## src/rtl/vending_fsm_param.sv

```systemverilog
// Parametrised vending controller.
// It accumulates coin credit and vends once the price is reached. It also
// returns change and cancel refunds, rejects coins while vending or sold out,
// and tracks product stock with restock. Every output is registered.
module vending_fsm_param #(
  parameter int unsigned PRICE    = 15,
  parameter int unsigned VAL1     = 5,
  parameter int unsigned VAL2     = 10,
  parameter int unsigned VAL3     = 25,
  parameter int unsigned STOCK    = 3,
  parameter int unsigned CREDIT_W = 6,
  localparam int unsigned STOCK_W = $clog2(STOCK + 1)
) (
  input  logic                clk,
  input  logic                rst,
  input  logic [1:0]          coin,
  input  logic                cancel,
  input  logic                restock,
  output logic                pr_en,
  output logic [CREDIT_W-1:0] change,
  output logic                chg_valid,
  output logic                coin_rej,
  output logic [CREDIT_W-1:0] credit,
  output logic                sold_out,
  output logic [STOCK_W-1:0]  stock_cnt
);

  typedef enum logic [1:0] {
    IDLE     = 2'd0,
    ACCUM    = 2'd1,
    VEND     = 2'd2,
    SOLD_OUT = 2'd3
  } state_t;

  localparam logic [CREDIT_W-1:0] PRICE_C = CREDIT_W'(PRICE);
  localparam logic [STOCK_W-1:0]  STOCK_C = STOCK_W'(STOCK);

  state_t              state;
  logic [CREDIT_W-1:0] coin_val;
  logic [CREDIT_W-1:0] sum;
  logic [CREDIT_W-1:0] excess;

  // Decode the sampled coin and form the candidate credit and vend excess.
  // NOTE: every combinational output is assigned on every path (case default
  // included), so no latch is inferred.
  always_comb begin
    coin_val = '0;
    case (coin)
      2'b01:   coin_val = CREDIT_W'(VAL1);
      2'b10:   coin_val = CREDIT_W'(VAL2);
      2'b11:   coin_val = CREDIT_W'(VAL3);
      default: coin_val = '0;
    endcase
    sum    = credit + coin_val;
    excess = sum - PRICE_C;
  end

  // Transaction FSM with registered pulse, credit and stock outputs.
  // NOTE: state is updated with non-blocking assignments only, so every
  // decision in this block sees the values from before the edge.
  always_ff @(posedge clk or posedge rst) begin
    if (rst) begin
      state     <= IDLE;
      credit    <= '0;
      stock_cnt <= STOCK_C;
      pr_en     <= 1'b0;
      chg_valid <= 1'b0;
      change    <= '0;
      coin_rej  <= 1'b0;
      sold_out  <= 1'b0;
    end else begin
      // Pulses default low, so each one lasts exactly one cycle.
      pr_en     <= 1'b0;
      chg_valid <= 1'b0;
      change    <= '0;
      coin_rej  <= 1'b0;

      case (state)
        IDLE, ACCUM: begin
          if (cancel) begin
            // The refund includes any coin sampled on this edge.
            change    <= sum;
            chg_valid <= (sum != '0);
            credit    <= '0;
            state     <= IDLE;
          end else if (sum >= PRICE_C) begin
            pr_en     <= 1'b1;
            change    <= excess;
            chg_valid <= (excess != '0);
            credit    <= '0;
            stock_cnt <= stock_cnt - STOCK_W'(1);
            state     <= VEND;
          end else begin
            credit <= sum;
            state  <= (sum != '0) ? ACCUM : IDLE;
          end
        end

        VEND: begin
          // Coins arriving while vending go back uncredited; cancel is ignored.
          coin_rej <= (coin != 2'b00);
          if (stock_cnt == '0 && !restock) begin
            state    <= SOLD_OUT;
            sold_out <= 1'b1;
          end else begin
            state <= IDLE;
          end
        end

        SOLD_OUT: begin
          coin_rej <= (coin != 2'b00);
          if (restock) begin
            state    <= IDLE;
            sold_out <= 1'b0;
          end
        end

        default: state <= IDLE;
      endcase

      // A restock overrides any decrement made on the same edge.
      if (restock) stock_cnt <= STOCK_C;
    end
  end

endmodule

```

## config.mk

```make
export PLATFORM = sky130hd
export DESIGN_NAME = vending_fsm_param
export DESIGN_NICKNAME = d
export VERILOG_FILES = /design/src/rtl/vending_fsm_param.sv
export SDC_FILE = /design/constraint.sdc
export NUM_CORES = 1
export LEC_CHECK = 0
export CORE_MARGIN = 3
export CORE_UTILIZATION = 51
export CTS_BUF_LIST = sky130_fd_sc_hd__clkbuf_4 sky130_fd_sc_hd__clkbuf_8 sky130_fd_sc_hd__clkbuf_16
export DETAILED_ROUTE_END_ITERATION = 6
export GPL_ROUTABILITY_DRIVEN = 0
export PLACE_DENSITY = 0.87
export SLEW_MARGIN = 25
export SYNTH_ARGS = -nofsm -noshare
export SYNTH_HDL_FRONTEND = slang
export SYNTH_SLANG_ARGS = --single-unit
```

## constraint.sdc

```tcl
create_clock -name clk -period 2.5 [get_ports clk]
set_input_delay 0.25 -clock clk [delete_from_list [all_inputs] [get_ports clk]]
set_output_delay 0.25 -clock clk [all_outputs]
set_load 0.02 [all_outputs]
```

==> flow_summary.json, run 1 <==
{
  "status": "finished clean",
  "post-route-period-util": 0.976,
  "pwr-share-clk": 0.100,
  "slew_violations": 0,
  "synth_area_um2": 1280,
  "synth-main-ff-cell": "dfrtp_1",
  "dieArea_um2": 3160,
  "min_path_type": "input pin to asynchronous set/reset pin",
  "grt_pass1_vias": 1103,
  "grt_start_max_net_pins": 24,
  "start_kind": "flip-flop",
  "diodes": 0,
  "grt_overflow_total": 0,
  "finalWirelength_um": 3230,
  "synth_common_cells": "18 x dfrtp_1, 14 x nand2_1, 8 x ha_1",
  "cts_max_level": 1,
  "dp_slack_ps": -401,
  "dp_hpwl_um": 2300,
  "finalCriticalPeriod_ps": 2440,
  "firstDrtPassIters": 5,
  "avgRoutedWirePerCell_um": 16.9,
  "syn_area_per_cell_um2": 10.4,
  "fin_ws_ps": 59.4,
  "rr_startpoint": "credit[0]",
  "clk_path_buf_depth": 2,
  "r2r-end": "chg_valid",
  "regArea_um2": 503,
  "nNetsFinal": 179,
  "via_per_inst": 5.66,
  "ys_top_cells_by_area": "dfrtp_1 35%, ha_1 7.8%, dfstp_2 4.1%",
  "initial_core_util": 0.559,
  "regToRegSetupSlack_ps": 60,
  "final_cell_count_no_fill": 191,
  "antenna_found_initial": 0,
  "ys_ff_latch": 20,
  "required_ps": 2740,
  "synth.most_common_cell": "dfrtp_1",
  "finalSetupViolations": 0,
  "ant_nets": 0,
  "ff2ff_path_depth": 9,
  "path_clk_slew_ps": 120,
  "p_leak_nw": 0.828,
  "maxCapViolCount": 0,
  "root_buffer": "clkbuf_4",
  "first_iter_violations": 28,
  "setup_tns_ps": 0,
  "core-area_um2": 2300,
  "p_sw_frac": 0.426,
  "syn_to_final_growth_pct": 36.5,
  "max_slew.worst_pin.slew_ps": 749,
  "worstSkewPairLatency_ps": 310,
  "synth_top_cell_by_area": "dfrtp_1",
  "peakVddDrop_mv": 0.702,
  "hold_viol": 0,
  "multi_input_area_um2": 785,
  "die_h_um": 56.2,
  "num_rows": 17,
  "net-switching-power_w": 0.000827,
  "cts-buffers-inserted": 3,
  "fp.dieW_um": 56.2,
  "fin_skew_ps": 7.07,
  "synth-seq-area-share": 0.392,
  "p_int_w": 0.00111,
  "yosysUniqueCellTypes": 42,
  "p_comb_frac": 0.631,
  "path_class": "flip-flop to flip-flop",
  "syn_inst": 123,
  "p_seq_frac": 0.269,
  "slew_headroom": 0.500,
  "cp_max_fo": 4,
  "yosysTopAreaCellShare": 0.351,
  "cts.sinks": 20,
  "fmax_ghz": 0.410,
  "io_buffer_count": 23,
  "grt_pass1_wl_um": 5220,
  "ys_warn_count": 0,
  "synthArstFlopShare": 1.00,
  "drive_above_1_share": 0.270,
  "post-cts-setup-buffer-count": 0,
  "syn-num-nets": 138,
  "drt_drc_violations_left": 0,
  "postLayoutCoreUtil": 0.763,
  "p_per_area_nw_per_um2": 1110,
  "dpl.cell_count": 187,
  "worst_setup_path_end_kind": "flip-flop",
  "io_pins": 24,
  "total_power_w": 0.00194,
  "cts_tree": "yes",
  "num_vias": 1082,
  "synth_edf_count": 0,
  "fillerInstances": 163,
  "arrival_ps": 2680,
  "grt_usage": 0.216
}
## worst max-delay path by stage
stage | startpoint | to | cells after the start
6_report | credit[0] | chg_valid | 9
5_1_grt | coin[1] | chg_valid | 12
2_1_floorplan | credit[0] | change[1] | 8
4_1_cts | coin[1] | credit[2] | 10
3_3_place_gp | coin[0] | stock_cnt[0] | 10
3_5_place_dp | coin[1] | credit[2] | 10
## timing repair
item | 4_1_cts | 5_1_grt
setup endpoints to repair | 4 | 9
pin swaps | 0 | 2
resized for setup | 1 | 10
hold buffers | 0 | 0
cloned | 0 | 0
## power by group through the flow
stage | logic, W | clock network [W] | registers, W
floorplan | 0.000558 | 0 | 0.000596
global placement | 0.00106 | 0 | 0.000521
detailed placement | 0.00112 | 0 | 0.000526
CTS | 0.00113 | 0.000199 | 0.000520
global route | 0.00132 | 0.000217 | 0.000538
finish | 0.00122 | 0.000194 | 0.000523
## per-stage QoR
stage                     cell area [µm²]  hold slack, ps
after global placement               1670             446
after floorplan                      1280             212
after detailed placement             1670             446
after global routing                 1750             432
final                                1750             380
after CTS                            1700             411
## placed cells by master, fill, tap and decap left out, types with 2 or more instances in the layout
cell type / netlist / routed
a21o_1: 2 / 2
dfstp_2: 2 / 2
nor2b_1: 4 / 3
xor2_4: 1 / 2
clkbuf_4: 0 / 3
nand3_1: 2 / 2
o211ai_1: 3 / 3
nand2_1: 14 / 13
o31ai_1: 4 / 3
o21ai_0: 6 / 6
or2_2: 2 / 2
ha_1: 8 / 6
and2_1: 3 / 3
nor2_1: 4 / 4
a21oi_4: 2 / 2
buf_4: 0 / 18
xnor2_1: 5 / 5
dfrtp_1: 18 / 18
o31ai_2: 1 / 2
inv_1: 7 / 7
a21oi_1: 7 / 7
clkdlybuf4s50_1: 0 / 22
## cells by family after synthesis
group,share of synthesized area
flops,0.392
simple gates,0.191
fa+ha+maj,0.0936
compound gates,0.186
buf+inv,0.0351
xor+xnor,0.102
## flip-flops by register name, summed over array words and instances (netlist names)
register	count
change	6
pr_en	1
sold_out	1
credit	6
stock_cnt	2
state	2
chg_valid	1
coin_rej	1
## layout make-up
| type | instances | area share |
|---|---|---|
| Timing Repair Buffer | 41 | 0.210 |
| Tap cell | 28 | 0.0200 |
| Sequential cell | 20 | 0.287 |
| Multi-Input combinational cell | 91 | 0.448 |
| Clock buffer | 4 | 0.0207 |
| Inverter | 7 | 0.0150 |
## metal layers
layer | vias to the layer above | global-route usage | part of all wire
li1 | 506 | - | -
met1 | 518 | 0.250 | 0.39
met2 | 46 | 0.357 | 0.52
met3 | 12 | 0.0557 | 0.050
met4 | 0 | 0.129 | 0.039
met5 | - | 0 | 0
## critical path, stage by stage, from the launching register on
cell and delay [ps]:
dfrtp_1 420, ha_1 240, fa_2 570, buf_4 140, inv_1 50, ha_1 200, and3_1 190, nand2b_1 160
a211o_1 320, o211ai_1 90
No activity file was read; power rests on OpenSTA's default activity.
==> inputs of run 2 (changes only) <==
--- a/config.mk
+++ b/config.mk
@@ -6,11 +6,11 @@
 export NUM_CORES = 1
 export LEC_CHECK = 0
 export CORE_MARGIN = 3
-export CORE_UTILIZATION = 51
+export CORE_UTILIZATION = 46
 export CTS_BUF_LIST = sky130_fd_sc_hd__clkbuf_4 sky130_fd_sc_hd__clkbuf_8 sky130_fd_sc_hd__clkbuf_16
 export DETAILED_ROUTE_END_ITERATION = 6
 export GPL_ROUTABILITY_DRIVEN = 0
-export PLACE_DENSITY = 0.87
+export PLACE_DENSITY = 0.84
 export SLEW_MARGIN = 25
 export SYNTH_ARGS = -nofsm -noshare
 export SYNTH_HDL_FRONTEND = slang
==> constraint.sdc (replaced) <==
create_clock -name clk -period 2 [get_ports clk]
set_input_delay 0.2 -clock clk [delete_from_list [all_inputs] [get_ports clk]]
set_output_delay 0.2 -clock clk [all_outputs]
set_load 0.02 [all_outputs]
==> run 2 against run 1 <==
Effect of this change:
- the flow now finishes with violations (negative setup slack)
- core utilization increased by 0.35 points
- fmax increased by 7.8%
- register-to-register slack got worse by 320 ps
- total power increased by 38%
- combinational power increased by 39%
- sequential power increased by 26%
- first-iteration DRC count increased by 39%
- die area increased by 9.7%
- hold slack got worse by 170 ps
- sequential share of layout area decreased by 3.0 points
- clock power increased by 71%
- global-route usage decreased by 2.4 points
- largest power group unchanged
==> flow_summary.json, run 2 (synthesis results as in run 1) <==
{
  "diodes": 0,
  "num_rows": 18,
  "avgRoutedWirePerCell_um": 14.3,
  "dieArea_um2": 3460,
  "drive_above_1_share": 0.380,
  "cts_hold_buf": 0,
  "p_comb_frac": 0.630,
  "fp.dieW_um": 58.8,
  "pwr-share-clk": 0.124,
  "first_iter_violations": 39,
  "path_clk_slew_ps": 120,
  "p_sw_frac": 0.389,
  "syn_to_final_growth_pct": 53.3,
  "cp_max_fo": 6,
  "arrival_ps": 2500,
  "final_cell_mix": "33 x buf_4, 21 x clkdlybuf4s50_1, 16 x dfrtp_1",
  "io_buffer_count": 23,
  "slew_violations": 0,
  "grt_pass1_wl_um": 5060,
  "drt_drc_violations_left": 0,
  "p_per_area_nw_per_um2": 1360,
  "crit_path_end": "change[1]",
  "max_slew.worst_pin.slew_ps": 815,
  "fmax_ghz": 0.442,
  "num_vias": 1100,
  "grt_overflow_total": 0,
  "p_leak_nw": 0.933,
  "cts.sinks": 20,
  "grt_usage": 0.192,
  "rr_startpoint": "credit[0]",
  "die_h_um": 58.8,
  "maxCapViolCount": 0,
  "core-area_um2": 2570,
  "r2r-end": "change[1]",
  "slew_headroom": 0.457,
  "antenna_found_initial": 0,
  "p_int_w": 0.00164,
  "root_buffer": "clkbuf_4",
  "hold_viol": 0,
  "path_class": "flip-flop to flip-flop",
  "initial_core_util": 0.500,
  "ff2ff_path_depth": 8,
  "cts-buffers-inserted": 3,
  "start_kind": "flip-flop",
  "cts_max_level": 1,
  "final_common_cell": "buf_4",
  "fin_area_um2": 1970,
  "via_per_inst": 5.26,
  "post-route-period-util": 1.13,
  "dp_hpwl_um": 2200,
  "fin_ws_ps": -264,
  "status": "finished with violations",
  "dpl_cell_area_um2": 1790,
  "grt_pass1_vias": 1160,
  "rsz0062_at_grt": "yes",
  "finalSetupViolations": 16,
  "worst_setup_path_end_kind": "flip-flop",
  "finalCriticalPeriod_ps": 2260,
  "finalWirelength_um": 2990,
  "final_cell_count_no_fill": 209,
  "clk_path_buf_depth": 2,
  "holdWs_ps": 208,
  "p_seq_frac": 0.246,
  "largest_registers": "change x6, credit x6",
  "violations": "negative setup slack",
  "cts_tree": "yes",
  "worstSkewPairLatency_ps": 310,
  "grt_start_max_net_pins": 24,
  "ant_nets": 0,
  "min_path_type": "input pin to asynchronous set/reset pin",
  "regToRegSetupSlack_ps": -260,
  "io_pins": 24,
  "nNetsFinal": 195,
  "dpl.cell_count": 199,
  "required_ps": 2230,
  "net-switching-power_w": 0.00104,
  "fin_skew_ps": 5.04,
  "postLayoutCoreUtil": 0.767,
  "peakVddDrop_mv": 0.997,
  "firstDrtPassIters": 3,
  "setup_tns_ps": -3210,
  "crit_path_start": "credit[0]"
}
run 2: worst min-delay path by stage:
stage                        start   endpoint  depth (start not counted)
after global routing           rst  chg_valid                          3
after detailed placement  state[0]   sold_out                          1
final                          rst      pr_en                          3
after CTS                      rst      pr_en                          3
after global placement    state[0]   sold_out                          1
after floorplan                rst  change[0]                          1
run 2: cell type report:
cell class | instances | area, µm²
Clock buffer | 3 | 22.5
Clock inverter | 1 | 30.0
Fill cell | 175 | 599
Inverter | 7 | 26.3
Multi-Input combinational cell | 91 | 847
Sequential cell | 20 | 505
Tap cell | 30 | 37.5
Timing Repair Buffer | 57 | 499
run 2: power by group through the flow:
stage / Sequential (W) / Clock, W / Combinational, W
detailed placement: 0.000656 / 0 / 0.00155
CTS: 0.000652 / 0.000341 / 0.00165
global route: 0.000682 / 0.000357 / 0.00182
global placement: 0.000645 / 0 / 0.00151
finish: 0.000660 / 0.000332 / 0.00169
floorplan: 0.000753 / 0 / 0.000756
run 2: per-stage QoR:
step | worst slack, ps | power (W)
6_report | -264 | 0.00268
5_1_grt | -339 | 0.00286
4_1_cts | -287 | 0.00264
3_5_place_dp | -714 | 0.00221
3_3_place_gp | -619 | 0.00215
2_1_floorplan | -217 | 0.00151
run 2: repair_timing:
item / in CTS / in global routing
pin swaps: 12 / 6
resized for setup: 10 / 6
endpoints found under the setup margin: 16 / 16
buffers inserted: 5 / 1
run 2: worst max-delay path, cell delays in order, from the launching register on:
cell     delay [ps]
dfrtp_2         440
ha_4            170
fa_2            350
a21o_1          220
a21oi_4         190
xnor2_4         190
nor3_4          100
or3b_1          390
a21oi_1         130
run 2: routing by layer:
metal | wire, µm | share of wire | track usage | vias to the layer above
met5 | 0 | 0 | 0 | -
met3 | 138 | 0.046 | 0.0285 | 7
met4 | 59 | 0.020 | 0.0874 | 0
li1 | - | - | - | 535
met2 | 1530 | 0.51 | 0.349 | 29
met1 | 1260 | 0.42 | 0.220 | 529
==> inputs of run 3 (changes only) <==
--- a/config.mk
+++ b/config.mk
@@ -10,7 +10,7 @@
 export CTS_BUF_LIST = sky130_fd_sc_hd__clkbuf_4 sky130_fd_sc_hd__clkbuf_8 sky130_fd_sc_hd__clkbuf_16
 export DETAILED_ROUTE_END_ITERATION = 6
 export GPL_ROUTABILITY_DRIVEN = 0
-export PLACE_DENSITY = 0.84
+export PLACE_DENSITY = 0.75
 export SLEW_MARGIN = 25
 export SYNTH_ARGS = -nofsm -noshare
 export SYNTH_HDL_FRONTEND = slang
==> run 3 against run 2 <==
Effect of this change:
- the run still ends with negative setup slack left
- largest cell class unchanged
- global-route usage down 0.11 points
- clock power is 26% lower
- sequential cell count unchanged
==> flow_summary.json, run 3 (synthesis results as in run 1) <==
{
  "status": "finished with violations",
  "violations": "negative setup slack",
  "slew_headroom": 0.649,
  "cts-buffers-inserted": 3,
  "root_buffer": "clkbuf_4",
  "slew_violations": 0,
  "grt_start_max_net_pins": 21,
  "avgRoutedWirePerCell_um": 14.2,
  "dpl.cell_count": 198,
  "grt_pass1_vias": 1093,
  "path_clk_slew_ps": 130,
  "syn_to_final_growth_pct": 47.4,
  "die_h_um": 58.8,
  "ant_nets": 0,
  "largest_registers": "change x6, credit x6",
  "path_class": "flip-flop to flip-flop",
  "num_rows": 18,
  "critPathMaxStageDelay_ps": 450,
  "antenna_found_initial": 0,
  "dp_slack_ps": -737,
  "cts_max_level": 1,
  "rsz0062_at_grt": "yes",
  "postLayoutCoreUtil": 0.737,
  "start_kind": "flip-flop",
  "fp.dieW_um": 58.8,
  "dp_hpwl_um": 2180,
  "final_cell_mix": "31 x buf_4, 21 x clkdlybuf4s50_1, 16 x dfrtp_1",
  "via_per_inst": 5.28,
  "drive_above_1_share": 0.381,
  "final_cell_count_no_fill": 206,
  "peakVddDrop_mv": 0.891,
  "max_slew.worst_pin.slew_ps": 526,
  "maxCapViolCount": 0,
  "drt_drc_violations_left": 0,
  "dieArea_um2": 3460,
  "nNetsFinal": 192,
  "final_common_cell": "buf_4",
  "grt_pass1_wl_um": 4950,
  "diodes": 0,
  "fin_skew_ps": 6.76,
  "cts.sinks": 20,
  "cts_hold_buf": 0,
  "firstDrtPassIters": 4,
  "grt_usage": 0.191,
  "initial_core_util": 0.500,
  "p_leak_nw": 0.898,
  "clk_path_buf_depth": 2,
  "cp_cell_sequence": "ha_4, fa_2, a21o_1, a21oi_4, xnor2_4, nor3_4, or3b_1, a21oi_2",
  "num_vias": 1087,
  "io_buffer_count": 23,
  "fillerInstances": 185,
  "grt_overflow_total": 0,
  "hold_viol": 0,
  "core-area_um2": 2570,
  "cp_max_fo": 7,
  "finalSetupViolations": 16,
  "finalCriticalPeriod_ps": 2240,
  "fin_ws_ps": -242,
  "worst_setup_path_end_kind": "flip-flop",
  "io_pins": 24,
  "critPathSlowestCell": "dfrtp_2",
  "fmax_ghz": 0.446,
  "min_path_type": "input pin to asynchronous set/reset pin",
  "finalWirelength_um": 2930,
  "worstSkewPairLatency_ps": 300,
  "required_ps": 2240,
  "arrival_ps": 2480,
  "cts_tree": "yes",
  "post-route-period-util": 1.12,
  "p_per_area_nw_per_um2": 1350,
  "first_iter_violations": 39
}
-- run 3: changes by cell type in the layout (fill, tap and decap cells not counted), sizes merged --
cell,change
dlymetal6s2s,-1
dlygate4sd2,+1
clkbuf,+1
buf,-3
bufinv,-1
-- run 3: path summary, 6_finish.rpt --
kind,depth (start not counted),endpoint,startpoint,slack [ps]
setup / recovery,8,change[1],credit[0],-240
min in group clk,3,coin_rej,coin[1],380
hold reg to reg,1,sold_out,state[0],490
max in group asynchronous,3,stock_cnt[0],rst,1520
setup reg to reg,8,change[1],credit[0],-240
hold / removal,3,change[0],rst,210
-- run 3: routing by layer --
layer | track usage | up-vias | part of all wire
li1 | - | 534 | -
met1 | 0.226 | 518 | 0.43
met2 | 0.345 | 31 | 0.51
met3 | 0.0329 | 4 | 0.044
met4 | 0.0647 | 0 | 0.011
met5 | 0 | - | 0
-- run 3: layout make-up --
class | instances | area [µm²] | share of cell area
multi-input cells | 91 | 826 | 0.437
flip-flops and latches | 20 | 505 | 0.267
repair buffers | 54 | 460 | 0.243
well taps | 30 | 37.5 | 0.0198
clock buffers | 4 | 36.3 | 0.0192
inverters | 7 | 26.3 | 0.0139
-- run 3: repair_timing --
action / in CTS / in global routing
pin swaps: 10 / 3
cloned: 0 / 0
gates resized for setup: 11 / 3
setup buffers: 4 / 0
endpoints found under the setup margin: 16 / 16
-- run 3: critical path: cells and delay by family, from the launching register on --
kind | cells | cell delay, ps
AOI/OAI and AO/OA | 3 | 540
DFF | 1 | 450
and+or+nand+nor | 2 | 460
adders and majority gates | 2 | 550
xor gates and xnor gates | 1 | 190
-- run 3: stage by stage --
stage	TNS [ps]	area, µm²	power [W]	hold slack, ps
final	-2570	1890	0.00255	207
after global routing	-4290	1890	0.00271	253
after CTS	-2760	1880	0.00252	215
after detailed placement	-9620	1770	0.00220	491
after global placement	-8810	1770	0.00215	441
after floorplan	-1720	1320	0.00151	162
-- run 3: report_power, final --
part	internal [W]	switching, W	total [W]	leakage [nW]
clock network	0.000111	0.000135	0.000246	0.0210
logic	0.000853	0.000828	0.00168	0.625
registers	0.000539	0.0000791	0.000619	0.252
